## config.mk

```make
export PLATFORM = sky130hd
export DESIGN_NAME = spi_master_packet_collector
export DESIGN_NICKNAME = d
export VERILOG_FILES = /design/src/rtl/spi_master_packet_collector.sv
export SDC_FILE = /design/constraint.sdc
export NUM_CORES = 1
export LEC_CHECK = 0
export BUFFER_PORTS_ARGS = -buffer_cell sky130_fd_sc_hd__buf_2
export CAP_MARGIN = 15
export CORE_MARGIN = 1.5
export CORE_UTILIZATION = 45
export DETAILED_ROUTE_END_ITERATION = 10
export PLACE_DENSITY = 0.7
export RECOVER_POWER = 50
export SYNTH_ARGS = -nofsm -noshare
export SYNTH_HDL_FRONTEND = slang
export SYNTH_SLANG_ARGS = --single-unit
```

## constraint.sdc

```tcl
create_clock -name clk -period 13.3 [get_ports clk]
set_input_delay 0.665 -clock clk [delete_from_list [all_inputs] [get_ports clk]]
set_output_delay 0.665 -clock clk [all_outputs]
set_load 0.005 [all_outputs]
```

## src/rtl/spi_master_packet_collector.sv

```systemverilog
// Passive SPI master snooper: splits each chip-select frame into command, address
// and MOSI-data fields and presents one packet per frame on a valid/ready port.
module spi_master_packet_collector #(
    parameter int CMD_W  = 32,
    parameter int ADDR_W = 32,
    parameter int DATA_W = 64,
    parameter int CNT_W  = 16
) (
    input  logic                        clk,
    input  logic                        rst,
    input  logic                        spi_sclk,
    input  logic                        spi_csn,
    input  logic [3:0]                  spi_sdo,
    input  logic                        cfg_quad,
    input  logic [$clog2(CMD_W+1)-1:0]  cfg_cmd_len,
    input  logic [$clog2(ADDR_W+1)-1:0] cfg_addr_len,
    input  logic [$clog2(DATA_W+1)-1:0] cfg_data_len,
    output logic                        pkt_valid,
    input  logic                        pkt_ready,
    output logic [CMD_W-1:0]            pkt_cmd,
    output logic [ADDR_W-1:0]           pkt_addr,
    output logic [DATA_W-1:0]           pkt_data,
    output logic [CNT_W-1:0]            pkt_bits,
    output logic [1:0]                  pkt_flag,
    output logic [7:0]                  drop_cnt
);
    localparam int CL_W = $clog2(CMD_W+1);
    localparam int AL_W = $clog2(ADDR_W+1);
    localparam int DL_W = $clog2(DATA_W+1);

    typedef enum logic [2:0] {S_IDLE, S_CMD, S_ADDR, S_DATA, S_TAIL} state_t;

    logic [1:0] sclk_sq, csn_sq, sync_ok_q;
    logic [3:0] sdo1_q, sdo2_q;
    logic       sclk_prev_q, csn_prev_q, armed_q;
    logic       sample, csn_fall, csn_rise;

    state_t              state_q, state_d;
    logic                quad_q, quad_d, ovf_q, ovf_d;
    logic [CL_W-1:0]     cmd_len_q, cmd_len_d, cmd_cnt_q, cmd_cnt_d;
    logic [AL_W-1:0]     addr_len_q, addr_len_d, addr_cnt_q, addr_cnt_d;
    logic [DL_W-1:0]     data_len_q, data_len_d, data_cnt_q, data_cnt_d;
    logic [CMD_W-1:0]    cmd_f_q, cmd_f_d;
    logic [ADDR_W-1:0]   addr_f_q, addr_f_d;
    logic [DATA_W-1:0]   data_f_q, data_f_d;
    logic [CNT_W-1:0]    bits_q, bits_d;

    logic                valid_q, valid_d;
    logic [CMD_W-1:0]    pcmd_q, pcmd_d;
    logic [ADDR_W-1:0]   paddr_q, paddr_d;
    logic [DATA_W-1:0]   pdata_q, pdata_d;
    logic [CNT_W-1:0]    pbits_q, pbits_d;
    logic [1:0]          pflag_q, pflag_d;
    logic [7:0]          drop_q, drop_d;

    logic [31:0]         rem;
    logic [2:0]          n, step;
    logic [3:0]          take;
    logic [CNT_W:0]      bits_sum;
    logic                emit, short_frame;

    // Capture is armed only once the synchroniser has seen the real CSN high,
    // so a reset released mid-frame never starts on a half-seen frame.
    always_ff @(posedge clk or posedge rst) begin
        if (rst) begin
            sclk_sq     <= 2'b00;
            csn_sq      <= 2'b11;
            sdo1_q      <= '0;
            sdo2_q      <= '0;
            sclk_prev_q <= 1'b0;
            csn_prev_q  <= 1'b1;
            sync_ok_q   <= 2'b00;
            armed_q     <= 1'b0;
        end else begin
            sclk_sq     <= {sclk_sq[0], spi_sclk};
            csn_sq      <= {csn_sq[0], spi_csn};
            sdo1_q      <= spi_sdo;
            sdo2_q      <= sdo1_q;
            sclk_prev_q <= sclk_sq[1];
            csn_prev_q  <= csn_sq[1];
            sync_ok_q   <= {sync_ok_q[0], 1'b1};
            armed_q     <= armed_q | (sync_ok_q[1] & csn_sq[1]);
        end
    end

    assign sample   = sclk_sq[1] & ~sclk_prev_q & ~csn_sq[1];
    assign csn_fall = armed_q & csn_prev_q & ~csn_sq[1];
    assign csn_rise = ~csn_prev_q & csn_sq[1];

    function automatic state_t next_phase(input logic addr_nz, input logic data_nz);
        if (addr_nz)      return S_ADDR;
        else if (data_nz) return S_DATA;
        else              return S_TAIL;
    endfunction

    always_ff @(posedge clk or posedge rst) begin
        if (rst) begin
            state_q    <= S_IDLE;
            quad_q     <= 1'b0;
            ovf_q      <= 1'b0;
            cmd_len_q  <= '0;
            addr_len_q <= '0;
            data_len_q <= '0;
            cmd_cnt_q  <= '0;
            addr_cnt_q <= '0;
            data_cnt_q <= '0;
            cmd_f_q    <= '0;
            addr_f_q   <= '0;
            data_f_q   <= '0;
            bits_q     <= '0;
            valid_q    <= 1'b0;
            pcmd_q     <= '0;
            paddr_q    <= '0;
            pdata_q    <= '0;
            pbits_q    <= '0;
            pflag_q    <= '0;
            drop_q     <= '0;
        end else begin
            state_q    <= state_d;
            quad_q     <= quad_d;
            ovf_q      <= ovf_d;
            cmd_len_q  <= cmd_len_d;
            addr_len_q <= addr_len_d;
            data_len_q <= data_len_d;
            cmd_cnt_q  <= cmd_cnt_d;
            addr_cnt_q <= addr_cnt_d;
            data_cnt_q <= data_cnt_d;
            cmd_f_q    <= cmd_f_d;
            addr_f_q   <= addr_f_d;
            data_f_q   <= data_f_d;
            bits_q     <= bits_d;
            valid_q    <= valid_d;
            pcmd_q     <= pcmd_d;
            paddr_q    <= paddr_d;
            pdata_q    <= pdata_d;
            pbits_q    <= pbits_d;
            pflag_q    <= pflag_d;
            drop_q     <= drop_d;
        end
    end

    // A quad sample never spills into the next phase: the last one of a phase
    // keeps only the upper lanes still needed.
    always_comb begin
        rem = '0;
        case (state_q)
            S_CMD:   rem = 32'(cmd_len_q)  - 32'(cmd_cnt_q);
            S_ADDR:  rem = 32'(addr_len_q) - 32'(addr_cnt_q);
            S_DATA:  rem = 32'(data_len_q) - 32'(data_cnt_q);
            default: rem = '0;
        endcase
        n        = !quad_q ? 3'd1 : (rem >= 32'd4) ? 3'd4 : rem[2:0];
        take     = quad_q ? (sdo2_q >> (3'd4 - n)) : {3'b000, sdo2_q[0]};
        step     = quad_q ? 3'd4 : 3'd1;
        bits_sum = {1'b0, bits_q} + (CNT_W+1)'(step);
    end

    assign short_frame = (cmd_cnt_q < cmd_len_q) | (addr_cnt_q < addr_len_q) |
                         (data_cnt_q < data_len_q);

    always_comb begin
        state_d    = state_q;
        quad_d     = quad_q;
        ovf_d      = ovf_q;
        cmd_len_d  = cmd_len_q;
        addr_len_d = addr_len_q;
        data_len_d = data_len_q;
        cmd_cnt_d  = cmd_cnt_q;
        addr_cnt_d = addr_cnt_q;
        data_cnt_d = data_cnt_q;
        cmd_f_d    = cmd_f_q;
        addr_f_d   = addr_f_q;
        data_f_d   = data_f_q;
        bits_d     = bits_q;
        emit       = 1'b0;

        if (state_q == S_IDLE) begin
            if (csn_fall) begin
                quad_d     = cfg_quad;
                cmd_len_d  = cfg_cmd_len;
                addr_len_d = cfg_addr_len;
                data_len_d = cfg_data_len;
                cmd_cnt_d  = '0;
                addr_cnt_d = '0;
                data_cnt_d = '0;
                cmd_f_d    = '0;
                addr_f_d   = '0;
                data_f_d   = '0;
                bits_d     = '0;
                ovf_d      = 1'b0;
                state_d    = (cfg_cmd_len != '0) ? S_CMD :
                             next_phase(cfg_addr_len != '0, cfg_data_len != '0);
            end
        end else if (csn_rise) begin
            emit    = (bits_q != '0);
            state_d = S_IDLE;
        end else if (sample) begin
            bits_d = bits_sum[CNT_W] ? '1 : bits_sum[CNT_W-1:0];
            case (state_q)
                S_CMD: begin
                    cmd_f_d   = (cmd_f_q << n) | CMD_W'(take);
                    cmd_cnt_d = cmd_cnt_q + CL_W'(n);
                    if (cmd_cnt_d == cmd_len_q)
                        state_d = next_phase(addr_len_q != '0, data_len_q != '0);
                end
                S_ADDR: begin
                    addr_f_d   = (addr_f_q << n) | ADDR_W'(take);
                    addr_cnt_d = addr_cnt_q + AL_W'(n);
                    if (addr_cnt_d == addr_len_q)
                        state_d = next_phase(1'b0, data_len_q != '0);
                end
                S_DATA: begin
                    data_f_d   = (data_f_q << n) | DATA_W'(take);
                    data_cnt_d = data_cnt_q + DL_W'(n);
                    if (data_cnt_d == data_len_q)
                        state_d = S_TAIL;
                end
                default: ovf_d = 1'b1;
            endcase
        end
    end

    // A completing packet may load in the same cycle the old one is taken.
    always_comb begin
        valid_d = valid_q;
        pcmd_d  = pcmd_q;
        paddr_d = paddr_q;
        pdata_d = pdata_q;
        pbits_d = pbits_q;
        pflag_d = pflag_q;
        drop_d  = drop_q;
        if (emit) begin
            if (!valid_q || pkt_ready) begin
                valid_d = 1'b1;
                pcmd_d  = cmd_f_q;
                paddr_d = addr_f_q;
                pdata_d = data_f_q;
                pbits_d = bits_q;
                pflag_d = {ovf_q, short_frame};
            end else if (drop_q != 8'hFF) begin
                drop_d = drop_q + 8'd1;
            end
        end else if (valid_q && pkt_ready) begin
            valid_d = 1'b0;
        end
    end

    assign pkt_valid = valid_q;
    assign pkt_cmd   = pcmd_q;
    assign pkt_addr  = paddr_q;
    assign pkt_data  = pdata_q;
    assign pkt_bits  = pbits_q;
    assign pkt_flag  = pflag_q;
    assign drop_cnt  = drop_q;

endmodule

```

==> results of run 1 <==
## critical path, delay by kind of cell, from the launching register on
| kind | cells | cell delay (ns) |
|---|---|---|
| AOI/OAI and AO/OA | 11 | 2.86 |
| buffers and inverters | 4 | 1.39 |
| adders and majority gates | 3 | 0.92 |
| DFF | 1 | 0.40 |
| muxes | 1 | 0.40 |
| and+or+nand+nor | 1 | 0.16 |
| xor gates and xnor gates | 1 | 0.12 |
## state kept, by name (all words and copies together), names as in the netlist, 7 cells and up
signal,cells
data_f_q,64
pkt_data,64
addr_f_q,32
cmd_f_q,32
pkt_addr,32
pkt_cmd,32
bits_q,16
pkt_bits,16
drop_cnt,8
data_cnt_q,7
data_len_q,7
## stage by stage
step	hold WS, ns	util [%]	total power [uW]
2_1_floorplan	0.331	-	2940
3_3_place_gp	0.333	48.6	3420
3_5_place_dp	0.335	48.6	3450
4_1_cts	0.182	51.9	4610
5_1_grt	0.194	51.6	4860
6_report	0.210	51.6	4580
## cells in the mapped netlist (18+ instances only)
cell type,instances
dfrtp_1,356
mux2_2,208
mux2i_1,146
nand2_1,139
o21ai_0,107
clkbuf_1,74
a21oi_1,58
a22oi_1,54
nor2_1,44
inv_1,41
ha_1,34
a21o_1,32
nand3_1,29
xnor2_1,26
and3_1,22
a32oi_1,19
buf_2,19
nor3_1,19
a221o_1,18
xor2_1,18
## kinds of logic after synthesis
| family | after synthesis | synth area share, % |
|---|---|---|
| buffers and inverters | 153 | 3.52 |
| xor gates and xnor gates | 44 | 2.02 |
| adders and majority gates | 40 | 2.87 |
| other | 1 | 0.0197 |
| muxes | 365 | 21.3 |
| DFF | 359 | 47.2 |
| AOI/OAI and AO/OA | 423 | 15.4 |
| and+or+nand+nor | 313 | 7.63 |
## layout make-up
type                            instances  area (sq um)
Antenna cell                            2          5.00
Tap cell                              539           674
Fill cell                            3761         20200
Clock inverter                         16           196
Inverter                               42           166
Multi-Input combinational cell       1186          9420
Sequential cell                       359          8990
Clock buffer                           57          1150
Timing Repair Buffer                  206          1010
## where the power goes
part,switching [uW],internal [uW],total (uW)
Sequential,233,1280,1520
Clock,464,665,1130
Combinational,1150,778,1930
Total,1850,2730,4580
## cell usage in the layout (no fill, tap or decap), types with 8 or more instances in the layout
cell type / netlist / layout
xor2_1: 18 / 18
dfrtp_1: 356 / 356
clkbuf_1: 74 / 83
nand4_1: 11 / 11
a32o_1: 15 / 15
mux2_2: 208 / 208
nand3_1: 29 / 28
inv_1: 41 / 39
a221o_1: 18 / 18
a21oi_1: 58 / 58
o21ai_0: 107 / 107
mux2i_1: 146 / 146
a32oi_1: 19 / 19
and3_1: 22 / 22
nor3_1: 19 / 16
nor2_1: 44 / 42
nand2_1: 139 / 139
a21o_1: 32 / 32
nor2b_1: 8 / 8
or3_1: 11 / 11
a22oi_1: 54 / 54
o21ai_1: 9 / 8
buf_4: 7 / 22
a211o_1: 8 / 8
ha_1: 34 / 34
o22ai_1: 8 / 8
clkbuf_16: 0 / 41
nor4_1: 14 / 14
a31oi_1: 11 / 11
mux4_2: 11 / 11
a22o_1: 8 / 8
a211oi_1: 15 / 15
o31ai_1: 12 / 12
xnor2_1: 26 / 26
buf_2: 19 / 108
## worst max path at each step
stage,startpoint,end,slack (ns)
floorplan,rst,addr_cnt_q[0],2.68
CTS,data_len_q[0],state_q[0],6.97
detailed placement,data_len_q[0],state_q[0],6.99
finish,data_len_q[0],state_q[0],6.93
global route,data_len_q[0],state_q[0],6.44
global placement,data_len_q[0],state_q[0],7.19
## metal layers
layer | track usage (%) | part of all wire [%] | up-vias
met2 | 36.0 | 48 | 416
met3 | 4.22 | 5.6 | 87
met4 | 7.92 | 2.7 | 0
li1 | - | - | 6629
met1 | 30.1 | 44 | 7219
met5 | 0 | 0 | -
==> results.toml, run 1 <==
[clock_tree]
clockBufferDepth = 3
clk_latency_ns = 0.57
htreeDepth = 2
cts_setup_buffers = 0
root_buffer = "clkbuf_16"
cts_buffers = 41
tritoncts = "built"
hold_buffers = 0
cts.sinks = 359
cts_resized = 0
clk_pin_slew_ns = 0.06

[setup_path]
cp_cell_sequence = "inv_1 > ha_1 > inv_1 > fa_1 > a211o_1 > o211a_1 > o31ai_1 > nand3_1 > a311oi_2 > o21ai_1 > inv_1 > buf_4 > ha_1 > a21oi_1 > xor2_1 > o221ai_1 > o31ai_1 > a32oi_1 > o22ai_1 > a211oi_1 > mux2_2"
path_max_fanout = 32
required_ns = 13.74
regToRegSetupSlack_ns = 6.93
r2r-end = "state_q[0]"
cpPeakStageDelay_ns = 0.74
path_common_cell = "inv_1"
crit_arrival_ns = 6.81
reg2regPathDepth = 21
cp-end-kind = "flip-flop"
slowest_stage = "inv_1"
critPathLaunchType = "flip-flop"
critPathKind = "reg -> reg"
reg2reg_from = "data_len_q[0]"

[timing]
finalSetupViolCount = 0
period_share_pct = 47.9
fin_skew_ns = 0.0268
slew_headroom_pct = -189
setup_slack_ns = 6.93
worstMarginPinSlew_ns = 4.31
finalMaxSlewViolations = 98
max_freq_mhz = 157
rsz0062_at_grt = "no"
fin_tns_setup_ns = 0
fin_crit_ns = 6.37
hold_viol = 0

[die]
die_w_um = 209
io_pins = 184
die-area_sq_um = 43500
die_h_um = 209
row_count = 75
start_util_pct = 45.5
coreArea_sq_um = 41900

[synthesis]
synth-edff-count = 0
ys_seq_area_share_pct = 47.2
synth-main-ff-cell = "dfrtp_1"
syn_area_sq_um = 19000
synthArstFlopShare_pct = 100
ys_seq_elements = 359
synth_nets = 1767
avgSynthCellArea_sq_um = 11.2
yosys_warnings = 0
yosys.cell_types.count = 72
synth_top_cell_by_area = "dfrtp_1"
synth_area_leaders = "dfrtp_1, mux2_2, mux2i_1"
synth_cells = 1698
yosysTopAreaCellShare_pct = 46.8

[route]
first_pass_iters = 5
viasPerCell = 5.96
postRouteWirelength_um = 48600
vias = 14400
ant_nets = 0
drc = 0
drtIter0Drc = 1009
wl_per_cell_um = 20.2

[layout]
fin_cells = 2407
nets = 1905
fin_area_sq_um = 21600
area_growth_pct = 13.5
post_route_cells_drive_above_1_share_pct = 23.5

[place]
place_inst = 2332
gp_congestion = 0.874
dp_hpwl_um = 32100
pre_cts_slack_ns = 6.99
place_area_sq_um = 20400
io_buffers = 183

[global_routing]
grt_use_total_pct = 22.3
grt_pass1_vias = 14300
grt_max_degree = 183
antenna_found_initial = 2
gr-total-overflow = 0
grt_pass1_wl_um = 79000

[hold_path]
whs_path_depth = 1
hold_end = "csn_sq[0]"
hold_class = "in -> reg"
hold_start = "spi_csn"

[power]
static-leakage-power_uw = 0.0102
power.density_nw_per_um2 = 212
irDropWorstVdd_mv = 0.153

[job]
cap_violations = 1

[status]
violations = "max-capacitance violations, max-slew violations"
status = "finished with violations"
No activity file was read; power rests on OpenSTA's default activity.
==> run 2, diff against run 1 <==
clock period = 6.2 ns   (was 13.3 ns; I/O delays follow)
==> run 2 against run 1 <==
Effect of this change:
- the flow still finishes with violations (max-capacitance violations, max-slew violations)
- utilization rose by 0.66 points
- global-route usage is 0.49 points higher
- non-clock buffer count up 31
- cell area is 1.3% higher
- clock power up 120%
- fmax increased by 14%
- routed wire length grew 1.5%
- critical path depth unchanged
- via count rose by 1.9%
- setup slack worse by 6.3 ns
- register-to-register slack worse by 6.3 ns
- largest power group unchanged
==> results.toml, run 2 (synthesized netlist as in run 1, its figures left out) <==
[setup_path]
slowest_stage = "a211oi_1"
cpPeakStageDelay_ns = 0.46
cp_cell_sequence = "inv_1 > ha_1 > inv_1 > fa_1 > a211o_1 > o211a_1 > o31ai_1 > nand3_1 > a311o_1 > and3_1 > buf_4 > fa_1 > a21oi_1 > nor4_1 > xnor2_1 > xnor2_1 > nor4_1 > a32oi_1 > o22ai_1 > a211oi_1 > mux2_2"
path_max_fanout = 12
critPathLaunchType = "flip-flop"
cp-end-kind = "flip-flop"
crit_arrival_ns = 6.01
critPathKind = "reg -> reg"
required_ns = 6.64

[die]
die_w_um = 209
io_pins = 184
die-area_sq_um = 43500
row_count = 75
coreArea_sq_um = 41900
die_h_um = 209
start_util_pct = 45.5

[power]
clock_power_share_pct = 24.7
static-leakage-power_uw = 0.0103
seq_power_share_pct = 32.9
internal-power_uw = 5900
combinationalPowerShare_pct = 42.4
power.density_nw_per_um2 = 453
switching_share_pct = 40.4
switchingPower_uw = 4010
irDropWorstVdd_mv = 0.267

[place]
dp_hpwl_um = 32900
io_buffers = 183
gp_congestion = 0.872
place_inst = 2339

[clock_tree]
htreeDepth = 2
clk_pin_slew_ns = 0.06
cts.sinks = 359
cts_resized = 0
root_buffer = "clkbuf_16"
clk_latency_ns = 0.56
cts_buffers = 41
tritoncts = "built"
clockBufferDepth = 3

[layout]
post_route_cells_drive_above_1_share_pct = 23.1
final_cell_mix = "dfrtp_1, mux2_2, mux2i_1"
nets = 1936
area_growth_pct = 15.0
finish.utilization_pct = 52.3
fin_cells = 2436
final_common_cell = "dfrtp_1"
diodes = 0

[global_routing]
grt_use_total_pct = 22.8
grt_pass1_vias = 14600
grt_max_degree = 143
grt_pass1_wl_um = 81000
antenna_found_initial = 0
gr-total-overflow = 0

[route]
first_pass_iters = 5
vias = 14600
drc = 0
postRouteWirelength_um = 49300
ant_nets = 0
viasPerCell = 6.01
drtIter0Drc = 1221
wl_per_cell_um = 20.2

[timing]
fin_skew_ns = 0.0171
worstMarginPinSlew_ns = 3.59
period_share_pct = 89.8
fin_tns_setup_ns = 0
fin_crit_ns = 5.57
max_freq_mhz = 180
rsz0062_at_grt = "no"
finalSetupViolCount = 0
hold_viol = 0
finalMaxSlewViolations = 271
slew_headroom_pct = -140

[status]
violations = "max-capacitance violations, max-slew violations"
status = "finished with violations"

[hold_path]
hold_class = "in -> reg"

[job]
cap_violations = 2
==> run 2: path summary, 6_finish.rpt <==
kind | endpoint | depth (start not counted) | slack, ns | startpoint
min in group asynchronous | pkt_addr[8] | 3 | 0.61 | rst
min | addr_len_q[0] | 3 | 0.02 | cfg_addr_len[0]
min reg2reg | sync_ok_q[1] | 0 | 0.34 | sync_ok_q[0]
max in group asynchronous | data_f_q[46] | 4 | 1.48 | rst
max | state_q[2] | 21 | 0.63 | data_len_q[0]
max reg2reg | state_q[2] | 21 | 0.63 | data_len_q[0]
==> run 2: layout make-up <==
class / instances / area, sq um
Clock buffer: 56 / 1200
Sequential cell: 359 / 8990
Multi-Input combinational cell: 1186 / 9420
Inverter: 42 / 166
Tap cell: 539 / 674
Timing Repair Buffer: 237 / 1270
Fill cell: 3786 / 20000
Clock inverter: 17 / 159
==> run 2: critical path, delay by kind of cell (launching register included) <==
kind / cells / cell delay (ns)
compound gates: 8 / 2.05
xor+xnor: 2 / 0.38
fa+ha+maj: 3 / 1.02
buf+inv: 3 / 0.46
flops: 1 / 0.40
mux: 1 / 0.39
simple gates: 4 / 0.75
==> run 2: timing repair <==
action                                 in CTS  in global routing
endpoints found under the hold margin      52                  0
hold buffers                               24                  0
buffers inserted                            0                  0
==> run 2: power groups by stage <==
stage                     clock [uW]  combinational, uW  sequential [uW]
after detailed placement           0               4170             3290
after global placement             0               4090             3260
after global routing            2590               4560             3320
final                           2450               4200             3260
after floorplan                    0               3220             3100
after CTS                       2500               4200             3250
==> run 2: per-stage QoR <==
step	setup WS (ns)	instance area, sq um	hold slack (ns)	power, uW
2_1_floorplan	0.798	19000	0.314	6320
4_1_cts	0.701	22000	0.00512	9950
5_1_grt	0.363	21900	0.0351	10500
3_5_place_dp	0.709	20400	0.337	7450
3_3_place_gp	0.929	20400	0.336	7350
6_report	0.631	21900	0.0204	9910
==> run 2: per-layer routing <==
layer | global-route usage [%] | vias to the layer above | part of all wire, %
li1 | - | 6675 | -
met1 | 31.8 | 7398 | 45
met2 | 36.2 | 464 | 47
met3 | 3.76 | 93 | 5.7
met4 | 7.82 | 0 | 2.6
met5 | 0 | - | 0
